===== src/rtl/seeg_stim_sequencer.sv =====
// SEEG acquisition/stimulation sequencer: decodes command-register writes and
// schedules recording, impedance checks and finite/infinite stimulation trains.
module seeg_stim_sequencer #(
    parameter int ZCHECK_CYCLES = 1024,
    parameter int CNT_W         = 16
) (
    input  logic             clk,
    input  logic             rst,
    input  logic             cmd_valid,
    input  logic [31:0]      cmd_word,
    input  logic [CNT_W-1:0] train_count,
    input  logic             stim_done,
    output logic             rec_en,
    output logic             stim_start,
    output logic             zcheck_en,
    output logic             zcheck_done,
    output logic [2:0]       state,
    output logic             cmd_err
);

    localparam int            ZW    = (ZCHECK_CYCLES > 1) ? $clog2(ZCHECK_CYCLES) : 1;
    localparam logic [ZW-1:0] ZLAST = ZW'(ZCHECK_CYCLES - 1);

    typedef enum logic [2:0] {
        S_IDLE      = 3'd0,
        S_ZCHECK    = 3'd1,
        S_RECORD    = 3'd2,
        S_STIM_FIN  = 3'd3,
        S_STIM_INF  = 3'd4,
        S_STIM_STOP = 3'd5
    } state_e;

    state_e           state_q, state_d, mid_state;
    logic [CNT_W-1:0] train_cnt_q, train_cnt_d;
    logic [ZW-1:0]    zcnt_q, zcnt_d;
    logic             stop_pend_q, stop_pend_d;
    logic             rec_en_q, rec_en_d;
    logic             stim_start_q, stim_start_d;
    logic             zcheck_en_q, zcheck_en_d;
    logic             zcheck_done_q, zcheck_done_d;
    logic             cmd_err_q, cmd_err_d;

    logic do_start_rec, do_stop_rec, do_start_z;
    logic do_start_fin, do_start_inf, do_stop_inf;
    logic any_cmd, accept, reject, launch;
    logic unused_cmd_bits;

    assign do_start_rec = cmd_valid & cmd_word[0];
    assign do_stop_rec  = cmd_valid & cmd_word[1];
    assign do_start_z   = cmd_valid & cmd_word[2];
    assign do_start_fin = cmd_valid & cmd_word[6];
    assign do_start_inf = cmd_valid & cmd_word[7];
    assign do_stop_inf  = cmd_valid & cmd_word[8];
    assign any_cmd      = do_start_rec | do_stop_rec | do_start_z |
                          do_start_fin | do_start_inf | do_stop_inf;

    assign unused_cmd_bits = ^{cmd_word[31:9], cmd_word[5:3]};

    always_comb begin
        mid_state   = state_q;
        state_d     = state_q;
        train_cnt_d = train_cnt_q;
        zcnt_d      = zcnt_q;
        stop_pend_d = stop_pend_q;
        launch      = 1'b0;
        accept      = 1'b0;
        reject      = 1'b0;

        // A completing train is resolved first; the command then sees the resulting state
        if (stim_done) begin
            case (state_q)
                S_STIM_FIN: begin
                    train_cnt_d = train_cnt_q - 1'b1;
                    if (train_cnt_d != '0) launch = 1'b1;
                    else                   mid_state = S_RECORD;
                end
                S_STIM_INF: launch = 1'b1;
                S_STIM_STOP: begin
                    mid_state   = stop_pend_q ? S_IDLE : S_RECORD;
                    stop_pend_d = 1'b0;
                end
                default: ;
            endcase
        end

        state_d = mid_state;
        case (mid_state)
            S_IDLE: begin
                if (do_start_z) begin
                    state_d = S_ZCHECK;
                    zcnt_d  = '0;
                    accept  = 1'b1;
                end else if (do_start_rec) begin
                    state_d = S_RECORD;
                    accept  = 1'b1;
                end else if (any_cmd) begin
                    reject = 1'b1;
                end
            end
            S_ZCHECK: begin
                if (do_stop_rec) begin
                    state_d = S_IDLE;
                    accept  = 1'b1;
                end else begin
                    reject = any_cmd;
                    if (zcnt_q == ZLAST) state_d = S_IDLE;
                    else                 zcnt_d  = zcnt_q + 1'b1;
                end
            end
            S_RECORD: begin
                if (do_stop_rec) begin
                    state_d = S_IDLE;
                    accept  = 1'b1;
                end else if (do_start_fin && train_count != '0) begin
                    state_d     = S_STIM_FIN;
                    train_cnt_d = train_count;
                    launch      = 1'b1;
                    accept      = 1'b1;
                end else if (do_start_inf) begin
                    state_d = S_STIM_INF;
                    launch  = 1'b1;
                    accept  = 1'b1;
                end else if (any_cmd) begin
                    reject = 1'b1;
                end
            end
            S_STIM_FIN, S_STIM_STOP: begin
                if (do_stop_rec) begin
                    state_d     = S_STIM_STOP;
                    stop_pend_d = 1'b1;
                    accept      = 1'b1;
                end else if (any_cmd) begin
                    reject = 1'b1;
                end
            end
            S_STIM_INF: begin
                if (do_stop_rec) begin
                    state_d     = S_STIM_STOP;
                    stop_pend_d = 1'b1;
                    accept      = 1'b1;
                end else if (do_stop_inf) begin
                    state_d = S_STIM_STOP;
                    accept  = 1'b1;
                end else if (any_cmd) begin
                    reject = 1'b1;
                end
            end
            default: state_d = S_IDLE;
        endcase

        rec_en_d      = (state_d == S_RECORD) || (state_d == S_STIM_FIN) ||
                        (state_d == S_STIM_INF) || (state_d == S_STIM_STOP);
        stim_start_d  = launch;
        zcheck_en_d   = (state_d == S_ZCHECK);
        zcheck_done_d = (state_d == S_ZCHECK) && (zcnt_d == ZLAST);
        if (accept)      cmd_err_d = 1'b0;
        else if (reject) cmd_err_d = 1'b1;
        else             cmd_err_d = cmd_err_q;
    end

    always_ff @(posedge clk or posedge rst) begin
        if (rst) begin
            state_q       <= S_IDLE;
            train_cnt_q   <= '0;
            zcnt_q        <= '0;
            stop_pend_q   <= 1'b0;
            rec_en_q      <= 1'b0;
            stim_start_q  <= 1'b0;
            zcheck_en_q   <= 1'b0;
            zcheck_done_q <= 1'b0;
            cmd_err_q     <= 1'b0;
        end else begin
            state_q       <= state_d;
            train_cnt_q   <= train_cnt_d;
            zcnt_q        <= zcnt_d;
            stop_pend_q   <= stop_pend_d;
            rec_en_q      <= rec_en_d;
            stim_start_q  <= stim_start_d;
            zcheck_en_q   <= zcheck_en_d;
            zcheck_done_q <= zcheck_done_d;
            cmd_err_q     <= cmd_err_d;
        end
    end

    assign state       = state_q;
    assign rec_en      = rec_en_q;
    assign stim_start  = stim_start_q;
    assign zcheck_en   = zcheck_en_q;
    assign zcheck_done = zcheck_done_q;
    assign cmd_err     = cmd_err_q;

endmodule


===== config.mk =====
export PLATFORM = sky130hd
export DESIGN_NAME = seeg_stim_sequencer
export DESIGN_NICKNAME = d
export VERILOG_FILES = /design/src/rtl/seeg_stim_sequencer.sv
export SDC_FILE = /design/constraint.sdc
export NUM_CORES = 1
export LEC_CHECK = 0
export CORE_ASPECT_RATIO = 1.4
export CORE_MARGIN = 2
export CORE_UTILIZATION = 54
export DETAILED_ROUTE_END_ITERATION = 10
export GPL_TIMING_DRIVEN = 0
export MAX_ROUTING_LAYER = met4
export PLACE_DENSITY_LB_ADDON = 0.25
export SLEW_MARGIN = 20
export SYNTH_ARGS = -nofsm -noshare
export SYNTH_HDL_FRONTEND = slang
export SYNTH_SLANG_ARGS = --single-unit

===== constraint.sdc =====
create_clock -name clk -period 4.4 [get_ports clk]
set_clock_uncertainty 0.1 [all_clocks]
set_input_delay 1.1 -clock clk [delete_from_list [all_inputs] [get_ports clk]]
set_output_delay 1.1 -clock clk [all_outputs]
set_load 0.02 [all_outputs]

* Word level (Yosys, flattened, before mapping)
Index checks and enable logic that the tools add are counted.
** Storage, ports and cells
- Register bits after elaboration :: 35
- Input bits :: 52
- Output and inout port bits :: 8
- Logic and storage cells :: 106
** Operators by class
- Add/sub/neg operators :: 2
- Equal/unequal tests :: 15
- Muxes and demuxes :: 57
- Bitwise operators :: 11
- Reductions and logical operators :: 12
** Operators by type and width (number)
- $mux 16 :: 5
- $mux 3 :: 12
- $reduce_bool 16->1 :: 2
- $mux 1 :: 30
- $mux 10 :: 3
- $eq 10x10->1 const B :: 2
- $pmux 10 s2 :: 1
- $eq 3x3->1 const B :: 6
- $sub 16x1->16 const B :: 1
- $eq 3x2->1 const B :: 5
- $pmux 3 s5 :: 1
- $add 10x1->10 const B :: 1
- $and 1x1->1 :: 6
- $eq 3x1->1 const B :: 2
- $pmux 3 s2 :: 1
- $reduce_or 3->1 :: 2
- $or 1x1->1 :: 5
- $pmux 1 s5 :: 1
- $pmux 1 s4 :: 1
- $logic_not 3->1 :: 1
- $logic_or 1x1->1 :: 3
- $logic_and 1x1->1 :: 2
- $mux 2 :: 1
- $pmux 1 s2 :: 1
- other kinds (2) :: 2

* Depth between registers and ports, before layout
- Depth in word-level cells :: 13
- Depth in mapped cells :: 12
- Mapped depth without buffers :: 10

* Worst setup path before layout
Ideal clock, no wire load.
- Path type :: input -> register
- Start point :: input stim_done
- End point :: register train_cnt_q[10]
- Library setup time :: 0.125 ns
- Arrival time :: 2.726 ns
- Data required time :: 4.175 ns
- Setup slack :: 1.449 ns
- Stages on the path :: 8
- Buffers on the path :: 2
- Cells stage by stage :: buf_4 -> nand2_1 -> nor2_1 -> a21oi_1 -> or2_2 -> nor3_4 -> buf_12 -> mux2_4
** Between the ends
- Longest elaborated chain between the ends :: 4
- Elaborated cells between the ends (all ways) :: 6
- Those cells by class :: eq/ne: 1; mux: 5
** RTL lines
- from (decl) :: line 12 : input logic stim_done,
- $mux 16 :: line 70 : if (stim_done) begin
- $mux 16 :: line 114 : end else if (do_start_fin && train_count != '0) begin
- $mux 16 :: line 111 : if (do_stop_rec) begin
- $mux 16 * :: line 87 : case (mid_state)
- named net train_cnt_d[10] :: line 34 : logic [CNT_W-1:0] train_cnt_q, train_cnt_d;
- to (signal assigned) :: line 174 : train_cnt_q <= train_cnt_d;
- to (decl) :: line 34
The timed path passes the listed nets; every way through them passes the cells marked *.
A chain may end at the register's enable or synchronous reset.

* Worst setup path after layout
- Start point :: register train_cnt_q[0]
- End point :: register train_cnt_q[13]
** Between the ends
- Longest elaborated chain between the ends :: 7
- Elaborated cells between the ends (all ways) :: 11
- Those cells by class :: add/sub: 1; eq/ne: 1; mux: 8; reduce/logical: 1
** RTL lines
- $sub 16x1->16 * :: line 73 : train_cnt_d = train_cnt_q - 1'b1;
- $reduce_bool 16->1 :: line 74 : if (train_cnt_d != '0) launch = 1'b1;
- $mux 3 :: line 74
- $pmux 3 s2 :: line 71 : case (state_q)
- $mux 3 :: line 70
- $eq 3x2->1 :: line 87
- $mux 16 * :: line 87
- named net train_cnt_d[13] :: line 34
Marks and branches as above.

==> implementation parameters <==
Parameter                              Value

Final layout
  Count of filler cells inserted in the layout    370
  Antenna diode count    0
  Area growth from synthesis to layout    19.0%
  Final-stage net count    382
  Final core area utilization    67.3%
  Non-filler cells, final    390
  Fraction of final layout cells sized beyond drive strength 1    13.1%

Critical path
  Sort of element at the start of the critical path    register
  Data arrival time of the critical path    3.21 ns
  Data required time of the worst path    4.47 ns
  Worst R2R Start    train_cnt_q[0]
  Crit. End Element    register
  Kind of critical path    reg -> reg
  CP Launch Point    train_cnt_q[0]
  Peak fanout along the critical path    10

CTS
  Clock transition time at the flip-flop clock pins of the worst setup and hold paths    0.07 ns
  CTS HTree Levels    2
  Number of gates resized after CTS    0
  # clock sinks    35
  Worst-case clock buffer depth    2
  TritonCTS clock tree    built
  Number of buffers inserted by post-CTS setup repair    0
  Number of buffers inserted for hold repair after clock tree synthesis    0
  Number of buffers created by CTS    5
  Root buffer cell    sky130_fd_sc_hd__clkbuf_8
  Worst skew pair latency    0.28 ns

Global route
  GR Overflow Total    0
  Global-route wire length before repair    10.3 mm
  Antenna violations before repair    0
  Pin count of the biggest net entering global routing    36
  Number of global-route vias before repair    2,307
  Overall track demand over capacity in global routing    24.3%

STA
  Crit share post-route    71.4%
  Final max-slew violation count    0
  Total of endpoints with negative setup slack in the final report    0
  Setup TNS Final    0 ns
  Slew @ Worst Pin    0.740 ns
  Final hold violation count    0
  Hold slack    0.415 ns
  Worst slew margin relative to its limit    50.6%
  Max Freq    318 MHz
  Crit path setup slack, layout    1.26 ns
  Clock period minus worst slack    3.14 ns
  RSZ-0062 raised after global routing    false

Logic synthesis
  Warning count from the yosys run    0
  Post-synthesis net count    344
  Adder-cell share of the synthesized area    1.46%
  Basic-gate share of the synthesized area counting and, or, nand and nor cells    25.3%
  Area share of xor/xnor cells in the synthesized design    5.80%
  Primary flip-flop cell chosen by synthesis mapping    sky130_fd_sc_hd__dfrtp_1
  Combinational family with the most area after synthesis    simple AND/OR/NAND/NOR gates
  Syn Std Cell Area    2560 um^2
  Post-synthesis compound-gate area fraction    17.5%
  Most area-hungry cell type in the Yosys netlist    sky130_fd_sc_hd__dfrtp_1
  Post-synthesis async set-or-reset flop share    100%
  Portion of synthesized cell area occupied by the leading cell type    34.1%
  EDFF count, synth    0
  Part of the Yosys area used for sequential elements    34.1%
  Synthesized area per cell    8.88 um^2
  Dominant cells by area after synthesis    sky130_fd_sc_hd__dfrtp_1 (34%), sky130_fd_sc_hd__mux2_4 (5.3%), sky130_fd_sc_hd__nor2_1 (4.7%), sky130_fd_sc_hd__o21ai_0 (4.3%), sky130_fd_sc_hd__xor2_1 (3.8%)
  Netlist cell types    58
  Syn Inst Count    289
  Register bit total from synthesis    35
  Portion of netlist area occupied by mux cells    8.73%

Floorplan
  DIE AREA    5320 um^2
  Die boundary width    62.2 um
  Initial Utilization    56.6%
  Core Area    4540 um^2
  Site row count    29
  Number of top-level design ports    60
  Die span in y    85.5 um

Route
  DRT Wirelength    5.96 mm
  Count of vias placed by the detailed router    2,331
  Number of design-rule violations left by the first detailed-router iteration    145
  Count of TritonRoute iterations in the first routing pass    4
  DR WL/cell    15.3 um
  Antenna-violating nets left    0
  Via-per-instance ratio    5.98
  Number of remaining DRC errors    0

Power and ir drop
  P per Cell Area    593 nW/um^2
  Leakage power of the design    1.23 nW
  Max IR drop VDD    0.560 mV

Placement
  Total of buffers placed on input and output ports    31
  Half-perimeter wire length after detailed placement    4.39 mm
  Cell count after placement    382
  Final weighted congestion of routability-driven global placement    0.930
  Worst setup slack after placement    0.994 ns

Hold path
  Startpoint of the tightest hold check path    zcnt_q[7]
  Worst hold path class    reg -> reg

Flow run
  Maximum capacitance violations    0

Outcome
  Outcome    completed
## cells in the mapped netlist, drive strengths merged, types with 5 or more instances
library cell / count
dfrtp: 35
nor2: 32
nand2: 24
o21ai: 23
a21oi: 17
mux2: 16
clkbuf: 13
xor2: 11
nor3: 10
nand3: 9
nor4: 9
a31oi: 8
nand4: 8
and3: 7
inv: 6
xnor2: 6
buf: 5
## power breakdown
| part | switching, mW | internal [mW] | total (mW) |
|---|---|---|---|
| logic | 0.538 | 0.466 | 1.00 |
| clock network | 0.114 | 0.143 | 0.257 |
| registers | 0.112 | 0.438 | 0.550 |
| total | 0.764 | 1.05 | 1.81 |
## cell families (layout without fill, tap and decap cells)
kind of cell | Yosys count | in the layout
AND/OR/NAND/NOR | 121 | 121
AO/OA/AOI/OAI | 71 | 71
flip-flops | 35 | 35
buffers and inverters | 25 | 64
XOR/XNOR | 17 | 17
multiplexers | 17 | 17
adder cells (fa/ha/maj) | 3 | 3
## critical path, cell delays in order (launching register included)
cell                       delay (ns)
sky130_fd_sc_hd__dfrtp_1         0.46
sky130_fd_sc_hd__inv_1           0.11
sky130_fd_sc_hd__ha_1            0.22
sky130_fd_sc_hd__clkbuf_4        0.19
sky130_fd_sc_hd__nor3_1          0.27
sky130_fd_sc_hd__a31oi_1         0.14
sky130_fd_sc_hd__o32ai_1         0.15
sky130_fd_sc_hd__and4_2          0.29
sky130_fd_sc_hd__a21oi_4         0.11
sky130_fd_sc_hd__nor3_4          0.46
sky130_fd_sc_hd__buf_12          0.22
sky130_fd_sc_hd__mux2_4          0.31
## layer usage
metal	wire length, um	track usage, %	up-vias
met1	2370	27.2	1117
li1	-	-	1129
met4	179	9.70	0
met3	229	3.28	15
met5	0	-	-
met2	3180	43.9	70
## final cells by class
| cell class | instances | area (um^2) | share of cell area [%] |
|---|---|---|---|
| Clock buffer | 8 | 100 | 3.28 |
| Sequential cell | 35 | 876 | 28.7 |
| Buffer | 19 | 158 | 5.16 |
| Timing Repair Buffer | 31 | 310 | 10.2 |
| Inverter | 6 | 22.5 | 0.738 |
| Multi-Input combinational cell | 229 | 1510 | 49.4 |
| Tap cell | 62 | 77.6 | 2.54 |
## flip-flops by register name (all words and copies together) (netlist names)
name,count
cmd_err,1
rec_en,1
state,3
stim_start,1
stop_pend_q,1
train_cnt_q,16
zcheck_done,1
zcheck_en,1
zcnt_q,10
## path summary, 6_finish.rpt
check                                  end  slack, ns  cells after the start
max                        train_cnt_q[13]       1.26                     11
max in group asynchronous        zcheck_en       2.55                      2
min reg2reg                      zcnt_q[7]       0.42                      1
min in group asynchronous  train_cnt_q[11]       1.17                      2
min                              zcnt_q[7]       0.42                      1
max reg2reg                train_cnt_q[13]       1.26                     11
## through the flow
step | cell area (um^2) | power, mW
after floorplan | 2560 | 1.30
after global placement | 2950 | 1.52
after detailed placement | 2950 | 1.55
after CTS | 3050 | 1.82
after global routing | 3050 | 1.96
final | 3050 | 1.81
## cell usage in the layout, fill, tap and decap left out, types with 9 or more instances in the layout
cell / instances
sky130_fd_sc_hd__mux2_4: 9
sky130_fd_sc_hd__nand3_1: 9
sky130_fd_sc_hd__nor2_1: 32
sky130_fd_sc_hd__a21oi_1: 16
sky130_fd_sc_hd__o21ai_0: 22
sky130_fd_sc_hd__xor2_1: 11
sky130_fd_sc_hd__nor3_1: 9
sky130_fd_sc_hd__nand2_1: 24
sky130_fd_sc_hd__clkdlybuf4s50_1: 31
sky130_fd_sc_hd__clkbuf_1: 10
sky130_fd_sc_hd__dfrtp_1: 35
(Power assumes the default switching activity.)
